File: config.mk
export PLATFORM = sky130hd
export DESIGN_NAME = alu_scheduler_flat
export DESIGN_NICKNAME = d
export VERILOG_FILES = /design/src/rtl/alu_scheduler_if.sv /design/src/rtl/alu_scheduler.sv /design/src/flat_wrapper.sv
export SDC_FILE = /design/constraint.sdc
export NUM_CORES = 1
export LEC_CHECK = 0
export BUFFER_PORTS_ARGS = -buffer_cell sky130_fd_sc_hd__buf_2
export CAP_MARGIN = 5
export CELL_PAD_IN_SITES_DETAIL_PLACEMENT = 1
export CELL_PAD_IN_SITES_GLOBAL_PLACEMENT = 2
export CORE_MARGIN = 2
export CORE_UTILIZATION = 29
export CTS_BUF_LIST = sky130_fd_sc_hd__clkbuf_8
export CTS_CLUSTER_DIAMETER = 120
export CTS_CLUSTER_SIZE = 24
export DETAILED_ROUTE_END_ITERATION = 7
export PLACE_DENSITY_LB_ADDON = 0.1
export SYNTH_ARGS = -nofsm -noshare
export SYNTH_HDL_FRONTEND = slang
export SYNTH_SLANG_ARGS = --single-unit
File: constraint.sdc
create_clock -name clk -period 4.2 [get_ports clk]
set_clock_uncertainty 0.15 [all_clocks]
set_input_delay 0 -clock clk [delete_from_list [all_inputs] [get_ports clk]]
set_output_delay 0 -clock clk [all_outputs]
set_load 0.03 [all_outputs]
File: src/rtl/alu_scheduler_if.sv
// alu_scheduler_if: bundle of every non-clock signal of alu_scheduler.
//   Requester side : req_valid/req_ready (bit i = requester i), per-requester
//                    operands req_a*/req_b* and ALUControl code req_op*.
//   ALU side       : alu_a/alu_b/alu_ctrl out to the combinational ALU,
//                    alu_result and Z/N/V/C flags back from it.
//   Response side  : rsp_valid/rsp_ready handshake carrying rsp_id,
//                    rsp_result and rsp_flags {Z,N,V,C}.
//   Flag history   : sticky_flags {Z,N,V,C} and its clear input flags_clr.
// Modports: slave = the scheduler, master = the requesters/ALU environment.
interface alu_scheduler_if #(parameter int n = 8);
  logic [1:0]   req_valid;
  logic [1:0]   req_ready;
  logic [n-1:0] req_a0, req_b0, req_a1, req_b1;
  logic [3:0]   req_op0, req_op1;
  logic [n-1:0] alu_a, alu_b;
  logic [3:0]   alu_ctrl;
  logic [n-1:0] alu_result;
  logic         alu_Z, alu_N, alu_V, alu_C;
  logic         rsp_valid;
  logic         rsp_ready;
  logic         rsp_id;
  logic [n-1:0] rsp_result;
  logic [3:0]   rsp_flags;
  logic [3:0]   sticky_flags;
  logic         flags_clr;

  modport slave (
    input  req_valid, req_a0, req_b0, req_a1, req_b1, req_op0, req_op1,
    input  alu_result, alu_Z, alu_N, alu_V, alu_C,
    input  rsp_ready, flags_clr,
    output req_ready, alu_a, alu_b, alu_ctrl,
    output rsp_valid, rsp_id, rsp_result, rsp_flags, sticky_flags
  );

  modport master (
    output req_valid, req_a0, req_b0, req_a1, req_b1, req_op0, req_op1,
    output alu_result, alu_Z, alu_N, alu_V, alu_C,
    output rsp_ready, flags_clr,
    input  req_ready, alu_a, alu_b, alu_ctrl,
    input  rsp_valid, rsp_id, rsp_result, rsp_flags, sticky_flags
  );
endinterface

File: src/rtl/alu_scheduler.sv
// alu_scheduler: two-port round-robin arbiter and sequencer for the shared
// combinational ALU + flag generator.
//   IDLE : grant one requester (req_ready one-hot), latch its operands/op/id.
//   EXEC : one cycle driving alu_a/alu_b/alu_ctrl; result and flags captured
//          at the end of the cycle.
//   RESP : rsp_valid held with stable rsp_* until rsp_ready, then back to IDLE.
// Ports: clk, rst_n (async, active low), bus (alu_scheduler_if.slave).
// Optional feature: define ALU_STICKY_FLAGS_EN to build the sticky flag
// accumulator (sticky_flags, cleared by flags_clr); otherwise sticky_flags
// is tied to 0 and flags_clr is ignored.
module alu_scheduler #(
  parameter int n = 8
) (
  input  logic            clk,
  input  logic            rst_n,
  alu_scheduler_if.slave  bus
);
  localparam int NUM_REQ = 2;

  typedef enum logic [1:0] {IDLE = 2'd0, EXEC = 2'd1, RESP = 2'd2} state_e;

  typedef struct packed {
    logic [n-1:0] a;
    logic [n-1:0] b;
    logic [3:0]   op;
    logic         id;
  } req_t;

  req_t [NUM_REQ-1:0] req_in;
  assign req_in[0] = {bus.req_a0, bus.req_b0, bus.req_op0, 1'b0};
  assign req_in[1] = {bus.req_a1, bus.req_b1, bus.req_op1, 1'b1};

  state_e       state_q, state_d;
  logic         last_grant_q, last_grant_d;
  req_t         lat_q, lat_d;
  logic         rsp_valid_q, rsp_valid_d;
  logic         rsp_id_q, rsp_id_d;
  logic [n-1:0] rsp_result_q, rsp_result_d;
  logic [3:0]   rsp_flags_q, rsp_flags_d;

  logic               grant_id;
  logic               accept;
  logic [NUM_REQ-1:0] req_ready;
  logic [3:0]         alu_flags;

  assign alu_flags = {bus.alu_Z, bus.alu_N, bus.alu_V, bus.alu_C};

  // Round-robin: under contention the requester that did not win last time
  // gets the ALU; a lone requester always wins. rst_n gating keeps req_ready
  // at 0 while reset is held.
  always_comb begin
    grant_id  = (&bus.req_valid) ? ~last_grant_q : bus.req_valid[1];
    accept    = rst_n && (state_q == IDLE) && (|bus.req_valid);
    req_ready = accept ? (NUM_REQ'(1) << grant_id) : '0;
  end

  always_comb begin
    state_d      = state_q;
    last_grant_d = last_grant_q;
    lat_d        = lat_q;
    rsp_valid_d  = rsp_valid_q;
    rsp_id_d     = rsp_id_q;
    rsp_result_d = rsp_result_q;
    rsp_flags_d  = rsp_flags_q;
    case (state_q)
      IDLE: begin
        if (accept) begin
          lat_d        = req_in[grant_id];
          last_grant_d = grant_id;
          state_d      = EXEC;
        end
      end
      EXEC: begin
        rsp_result_d = bus.alu_result;
        rsp_flags_d  = alu_flags;
        rsp_id_d     = lat_q.id;
        rsp_valid_d  = 1'b1;
        state_d      = RESP;
      end
      RESP: begin
        if (bus.rsp_ready) begin
          rsp_valid_d = 1'b0;
          state_d     = IDLE;
        end
      end
      default: state_d = IDLE;
    endcase
  end

  always_ff @(posedge clk or negedge rst_n) begin
    if (!rst_n) begin
      state_q      <= IDLE;
      last_grant_q <= 1'b1;
      lat_q        <= '0;
      rsp_valid_q  <= 1'b0;
      rsp_id_q     <= 1'b0;
      rsp_result_q <= '0;
      rsp_flags_q  <= '0;
    end else begin
      state_q      <= state_d;
      last_grant_q <= last_grant_d;
      lat_q        <= lat_d;
      rsp_valid_q  <= rsp_valid_d;
      rsp_id_q     <= rsp_id_d;
      rsp_result_q <= rsp_result_d;
      rsp_flags_q  <= rsp_flags_d;
    end
  end

  // ALU operands come straight from the latch so they hold outside EXEC.
  assign bus.req_ready  = req_ready;
  assign bus.alu_a      = lat_q.a;
  assign bus.alu_b      = lat_q.b;
  assign bus.alu_ctrl   = lat_q.op;
  assign bus.rsp_valid  = rsp_valid_q;
  assign bus.rsp_id     = rsp_id_q;
  assign bus.rsp_result = rsp_result_q;
  assign bus.rsp_flags  = rsp_flags_q;

`ifdef ALU_STICKY_FLAGS_EN
  logic [3:0] sticky_q, sticky_d;

  // Clear wins over a capture landing on the same edge.
  always_comb begin
    sticky_d = sticky_q;
    if (bus.flags_clr)          sticky_d = '0;
    else if (state_q == EXEC)   sticky_d = sticky_q | alu_flags;
  end

  always_ff @(posedge clk or negedge rst_n) begin
    if (!rst_n) sticky_q <= '0;
    else        sticky_q <= sticky_d;
  end

  assign bus.sticky_flags = sticky_q;
`else
  logic unused_flags_clr;
  assign unused_flags_clr = bus.flags_clr;
  assign bus.sticky_flags = 4'b0000;
`endif

endmodule

File: src/flat_wrapper.sv
// flat-port wrapper written by rule: the top's interface ports become plain ports
module alu_scheduler_flat 
#(
  parameter int n = 8
)
  (clk, rst_n, bus_req_valid, bus_req_a0, bus_req_b0, bus_req_a1, bus_req_b1, bus_req_op0, bus_req_op1, bus_alu_result, bus_alu_Z, bus_alu_N, bus_alu_V, bus_alu_C, bus_rsp_ready, bus_flags_clr, bus_req_ready, bus_alu_a, bus_alu_b, bus_alu_ctrl, bus_rsp_valid, bus_rsp_id, bus_rsp_result, bus_rsp_flags, bus_sticky_flags);
  alu_scheduler_if #(.n(n)) bus_i ();
  input  logic clk;
  input  logic rst_n;
  input wire logic [$bits(bus_i.req_valid)-1:0] bus_req_valid;
  input wire logic [$bits(bus_i.req_a0)-1:0] bus_req_a0;
  input wire logic [$bits(bus_i.req_b0)-1:0] bus_req_b0;
  input wire logic [$bits(bus_i.req_a1)-1:0] bus_req_a1;
  input wire logic [$bits(bus_i.req_b1)-1:0] bus_req_b1;
  input wire logic [$bits(bus_i.req_op0)-1:0] bus_req_op0;
  input wire logic [$bits(bus_i.req_op1)-1:0] bus_req_op1;
  input wire logic [$bits(bus_i.alu_result)-1:0] bus_alu_result;
  input wire logic [$bits(bus_i.alu_Z)-1:0] bus_alu_Z;
  input wire logic [$bits(bus_i.alu_N)-1:0] bus_alu_N;
  input wire logic [$bits(bus_i.alu_V)-1:0] bus_alu_V;
  input wire logic [$bits(bus_i.alu_C)-1:0] bus_alu_C;
  input wire logic [$bits(bus_i.rsp_ready)-1:0] bus_rsp_ready;
  input wire logic [$bits(bus_i.flags_clr)-1:0] bus_flags_clr;
  output wire logic [$bits(bus_i.req_ready)-1:0] bus_req_ready;
  output wire logic [$bits(bus_i.alu_a)-1:0] bus_alu_a;
  output wire logic [$bits(bus_i.alu_b)-1:0] bus_alu_b;
  output wire logic [$bits(bus_i.alu_ctrl)-1:0] bus_alu_ctrl;
  output wire logic [$bits(bus_i.rsp_valid)-1:0] bus_rsp_valid;
  output wire logic [$bits(bus_i.rsp_id)-1:0] bus_rsp_id;
  output wire logic [$bits(bus_i.rsp_result)-1:0] bus_rsp_result;
  output wire logic [$bits(bus_i.rsp_flags)-1:0] bus_rsp_flags;
  output wire logic [$bits(bus_i.sticky_flags)-1:0] bus_sticky_flags;
  assign bus_i.req_valid = bus_req_valid;
  assign bus_i.req_a0 = bus_req_a0;
  assign bus_i.req_b0 = bus_req_b0;
  assign bus_i.req_a1 = bus_req_a1;
  assign bus_i.req_b1 = bus_req_b1;
  assign bus_i.req_op0 = bus_req_op0;
  assign bus_i.req_op1 = bus_req_op1;
  assign bus_i.alu_result = bus_alu_result;
  assign bus_i.alu_Z = bus_alu_Z;
  assign bus_i.alu_N = bus_alu_N;
  assign bus_i.alu_V = bus_alu_V;
  assign bus_i.alu_C = bus_alu_C;
  assign bus_i.rsp_ready = bus_rsp_ready;
  assign bus_i.flags_clr = bus_flags_clr;
  assign bus_req_ready = bus_i.req_ready;
  assign bus_alu_a = bus_i.alu_a;
  assign bus_alu_b = bus_i.alu_b;
  assign bus_alu_ctrl = bus_i.alu_ctrl;
  assign bus_rsp_valid = bus_i.rsp_valid;
  assign bus_rsp_id = bus_i.rsp_id;
  assign bus_rsp_result = bus_i.rsp_result;
  assign bus_rsp_flags = bus_i.rsp_flags;
  assign bus_sticky_flags = bus_i.sticky_flags;
  alu_scheduler #(.n(n)) u_core (.clk(clk), .rst_n(rst_n), .bus(bus_i));
endmodule
# --- After elaboration in Yosys (flattened, before gate mapping) ---
# Cells that the tools add are included.
classes:
  n_reduce_logical: 9
  n_lt_le_gt_ge: 1
  n_shift: 1
  n_bitwise: 1
  n_eq_ne: 4
  mux: 9
op_table:
  columns: ["cell", "n"]
  rows:
  - ["two-way mux 21 bit", 2]
  - ["AND reduction 2 bit", 4]
  - ["two-way mux 2 bit", 3]
  - ["one-hot mux 2 bit (3 select lines)", 1]
  - ["equality test 2 x 1 -> 1 bit (second input constant)", 1]
  - ["equality test 2 bit (second input constant)", 1]
  - ["logical AND 1 bit", 2]
  - ["logical NOT 2 bit", 1]
  - ["< comparator 1 x 2 -> 1 bit (second input constant)", 1]
  - ["two-way mux 1 bit", 2]
  - ["!= test 2 x 1 -> 1 bit (second input constant)", 1]
  - ["!= test 2 bit (second input constant)", 1]
  - ["one-hot mux 1 bit (2 select lines)", 1]
  - ["nonzero test 2 bit", 1]
  - ["OR reduction 2 bit", 1]
  - ["left shift 1 x 1 -> 2 bit (first input constant)", 1]
  - ["inverter 1 bit", 1]
totals:
  register_bits: 38
  elab_cells: 35

# --- Longest topological paths before layout ---
logic_depth:
  depth_word: 5
  ltp_mapped: 5
  mapped_depth_nobuf: 3

# --- Worst setup path before layout ---
# Ideal clock, no wire load.
synth_timing:
  path_kind: "register -> output"
  startpoint: "register u_core.state_q[1]"
  endpoint: "output bus_req_ready[0]"
  path_stages_with_launch: 5
  path_buffers: 2
  arrival_time_ps: 1790
  slack_ps: 2260
  cell_sequence: "dfrtp_1 > or3b_1 > buf_2 > buf_2 > nor3b_1"
synth_between:
  elab_chain_cells: 4
synth_lines:
  columns: ["element", "line_no", "text"]
  rows:
  - ["start: declaration", "alu_scheduler.sv:33", "state_e state_q, state_d;"]
  - ["start signal: assignment", "alu_scheduler.sv:100", "state_q <= state_d;"]
  - ["logical NOT 2 bit", "alu_scheduler.sv:53", "accept = rst_n && (state_q == IDLE) && (|bus.req_valid);"]
  - ["logical AND 1 bit (2 in a row)", "alu_scheduler.sv:53", null]
  - ["two-way mux 2 bit", "alu_scheduler.sv:54", "req_ready = accept ? (NUM_REQ'(1) << grant_id) : '0;"]
  - ["end: declaration", "flat_wrapper.sv:24", "output wire logic [$bits(bus_i.req_ready)-1:0] bus_req_ready;"]
# No other way between the ends.

# --- Worst setup path in the final report ---
layout_timing:
  startpoint: "input rst_n"
  endpoint: "register u_core.lat_q, in the netlist u_core.bus.alu_b[0]"
layout_between:
  elab_chain_cells: 3
layout_lines:
  columns: ["element", "line_no", "text"]
  rows:
  - ["start: declaration", "flat_wrapper.sv:9", "input logic rst_n;"]
  - ["logical AND 1 bit (2 in a row)", "alu_scheduler.sv:53", null]
  - ["AND reduction 2 bit (no source line)", null, null]
  - ["end signal: assignment", "alu_scheduler.sv:102", "lat_q <= lat_d;"]
  - ["end: declaration", "alu_scheduler.sv:35", "req_t lat_q, lat_d;"]
# No other way between the ends.
# A chain may end at the register's enable or synchronous reset.

==> results.toml <==
[clock_tree]
htree_levels = 2
cts_buffers = 5
post_cts_resize_count = 0
clockBufferDepth = 2
cts.clk_slew.worst_paths_ns = 0.09
tritoncts_num_sinks = 38
ctsHoldBuffers = 48
worst_skew_pair.late_latency_ns = 0.29
post_cts.repair.setup_buffers = 0
clock_tree.root_cell = "clkbuf_8"
tritoncts = "built"

[yosys]
synth_top_family_by_area = "buffers and inverters"
synth_seq_area_share_pct = 51.1
synth_async_sr_flop_share_pct = 100
synthXorXnorAreaFrac_pct = 0
synth_adder_area_share_pct = 0
synth.top_cells.by_count = "37 x dfrtp_1, 24 x buf_4, 20 x a221o_1, 20 x nand2_1, 20 x nor3_1"
synth_area_leader_cell = "dfrtp_1"
synth.avg_cell_area_um2 = 11.3
share_of_the_synthesized_area_in_compound_gates_ao_oa_aoi_oai_pct = 14.6
synth_ff_type = "dfrtp_1"
ys_top_cells_by_area = "dfrtp_1 50%, a221o_1 11%, buf_4 9.7%"
cell_count_after_synthesis = 165
synthSimpleGateAreaFrac_pct = 11.4
synth_warnings = 0
summed_instance_area_of_the_synthesized_netlist_um2 = 1860
yosys-mux-area-fraction_pct = 7.86
synth-edff-count = 0
yosys.area.top_type_share_pct = 49.7
synth_cell_type_count = 22
synthMostInstantiatedCell = "dfrtp_1"
synth_seq_cells = 38

[route]
drtAntennaViolNets = 0
drtIter0Drc = 68
routed_wl_um = 5600
route.detailed.wl_per_inst_um = 15.6
route.detailed.drc = 0
viasPerCell = 4.65
routed-via-count = 1669
firstDrtPassIters = 4

[global_route]
global_route_wire_length_before_repair_um = 9190
grt_util_all_layers_pct = 16.2
initial_antenna_violation_count = 0
first_global_vias = 1880
globalRouteOverflowTotal = 0
grt_start_max_net_pins = 40

[placement]
pre_cts_worst_setup_slack_ns = 1.52
buffers_added_on_ports = 92
hpwl_um = 3560
gp_congestion = 0.705

[worst_setup_path]
worst-endpoint-required_ns = 4.28
critPathLaunchType = "input pin"
stage_delay_of_the_slowest_cell_on_the_critical_path_ns = 0.91
crit_arrival_ns = 3.48
crit_fanout = 39
worst_setup_path_end_kind = "register"
timing.critical_path.cells = "dlygate4sd3_1 > buf_2 > buf_4 > or3b_1 > buf_4 > a211oi_4 > a221o_1 > dlygate4sd3_1"
regToRegSetupSlack_ns = 1.17
critical_path.slowest_cell = "a211oi_4"
timing.critical_path.max_delay_family = "buffers and inverters"
buffering_stage_count_on_the_worst_path_with_inverters_included = 5
path_class = "input pin to register"

[die]
fp.dieArea_um2 = 7080
die_h_um = 84.1
io-pin-count = 98
rows = 29
die-width_um = 84.1
start_util_pct = 29.7
core_region_area_um2 = 6280

[run_status]
violations = "hold timing"
status = "finished, violations left"

[power_and_ir_drop]
p_leak_uw = 0.00139
peak_supply_drop_v = 0.000338
power_per_cell_area_nw_per_um2 = 697
power.total_uw = 1960

[cells_and_area]
area_growth_pct = 50.7
share_of_final_layout_standard_cells_stronger_than_drive_strength_1_pct = 42.2
n_antenna_cell = 0
fin_nets = 339

[sta]
count_of_final_setup_violators = 0
worst_slew_margin_rel_pct = 28.0
worst_pin_slew_ns = 1.08
fin_hold_ws_ns = -0.00185
final_min_period_over_clock_period_pct = 80.9
finalWorstSetupSlack_ns = 0.800
finalSetupTns_ns = 0
slew_viol_final = 0
max_freq_ghz = 0.294
rsz_0062_raised_after_global_routing = "no"
finalHoldViolCount = 1
layout_min_cycle_time_ns = 3.40

[min_path]
worst_hold_path_type = "input pin to register"

[run]
drv.max_cap_violation_count = 0
-- per-layer routing --
layer | part of all wire (%) | track usage [%] | up-vias | routed length, um
met3 | 5.3 | 3.36 | 7 | 299
met1 | 42 | 19.4 | 807 | 2350
met2 | 52 | 28.9 | 61 | 2890
li1 | - | - | 794 | -
met4 | 1.0 | 5.43 | 0 | 57
met5 | 0 | 0 | - | 0
-- worst paths after layout --
path | startpoint | to | depth (start not counted)
worst max-delay path | rst_n | u_core.bus.alu_b[0]$_DFFE_PN0P_ | 8
worst min-delay path | bus_req_a0[1] | u_core.bus.alu_a[1]$_DFFE_PN0P_ | 4
worst max register to register | u_core.state_q[1]$_DFFE_PN0P_ | u_core.bus.alu_b[0]$_DFFE_PN0P_ | 5
worst min register to register | u_core.lat_q[0]$_DFFE_PN0P_ | u_core.lat_q[0]$_DFFE_PN0P_ | 1
max in group asynchronous | rst_n | u_core.last_grant_q$_DFFE_PN1P_ | 3
min in group asynchronous | rst_n | u_core.bus.rsp_result[5]$_DFFE_PN0P_ | 3
-- registers in the layout, summed over array words and instances (netlist names) --
register               flops
u_core.bus.alu_a           8
u_core.bus.alu_b           8
u_core.bus.rsp_result      8
u_core.bus.alu_ctrl        4
u_core.bus.rsp_flags       4
u_core.state_q             2
u_core.bus.rsp_id          1
u_core.bus.rsp_valid       1
u_core.last_grant_q        1
u_core.lat_q               1
-- tightest hold or removal path, stage by stage --
cell and delay (ns):
buf_2 0.08, nand2_1 0.05, nor3_1 0.14, a221o_1 0.14
-- final cells by class --
class | instances | area, um^2
Fill cell | 721 | 3470
Timing Repair Buffer | 143 | 963
Sequential cell | 38 | 952
Multi-Input combinational cell | 90 | 646
Tap cell | 77 | 96.3
Clock buffer | 5 | 68.8
Clock inverter | 3 | 68.8
Inverter | 3 | 11.3
-- layout by cell type (no fill, tap or decap), drive strengths merged, types with 2 or more instances in the layout --
cell type     n
a21o          3
nand2        20
inv           3
bufinv        2
nor3         20
clkbuf        5
mux2         13
conb          4
nor2          2
dlygate4sd3  48
buf          95
dfrtp        37
a221o        20
-- stage by stage --
step / utilization (%) / instance area, um^2 / instances
detailed placement: 34.9 / 2190 / 303
CTS: 44.7 / 2810 / 359
global route: 44.7 / 2810 / 359
floorplan: - / 1870 / 168
global placement: 34.9 / 2190 / 303
finish: 44.7 / 2810 / 359
-- kinds of logic (layout without fill, tap and decap cells) --
kind of cell	Yosys count	count (layout)
AOI/OAI and AO/OA	27	27
buffers and inverters	40	154
DFF	38	38
muxes	13	13
other	1	4
and+or+nand+nor	46	46
-- power breakdown --
part | leakage, uW | switching [uW] | internal (uW) | total, uW
clock network | 0.0000683 | 144 | 238 | 383
registers | 0.000461 | 101 | 539 | 640
logic | 0.000861 | 553 | 379 | 932
(Power assumes the default switching activity.)
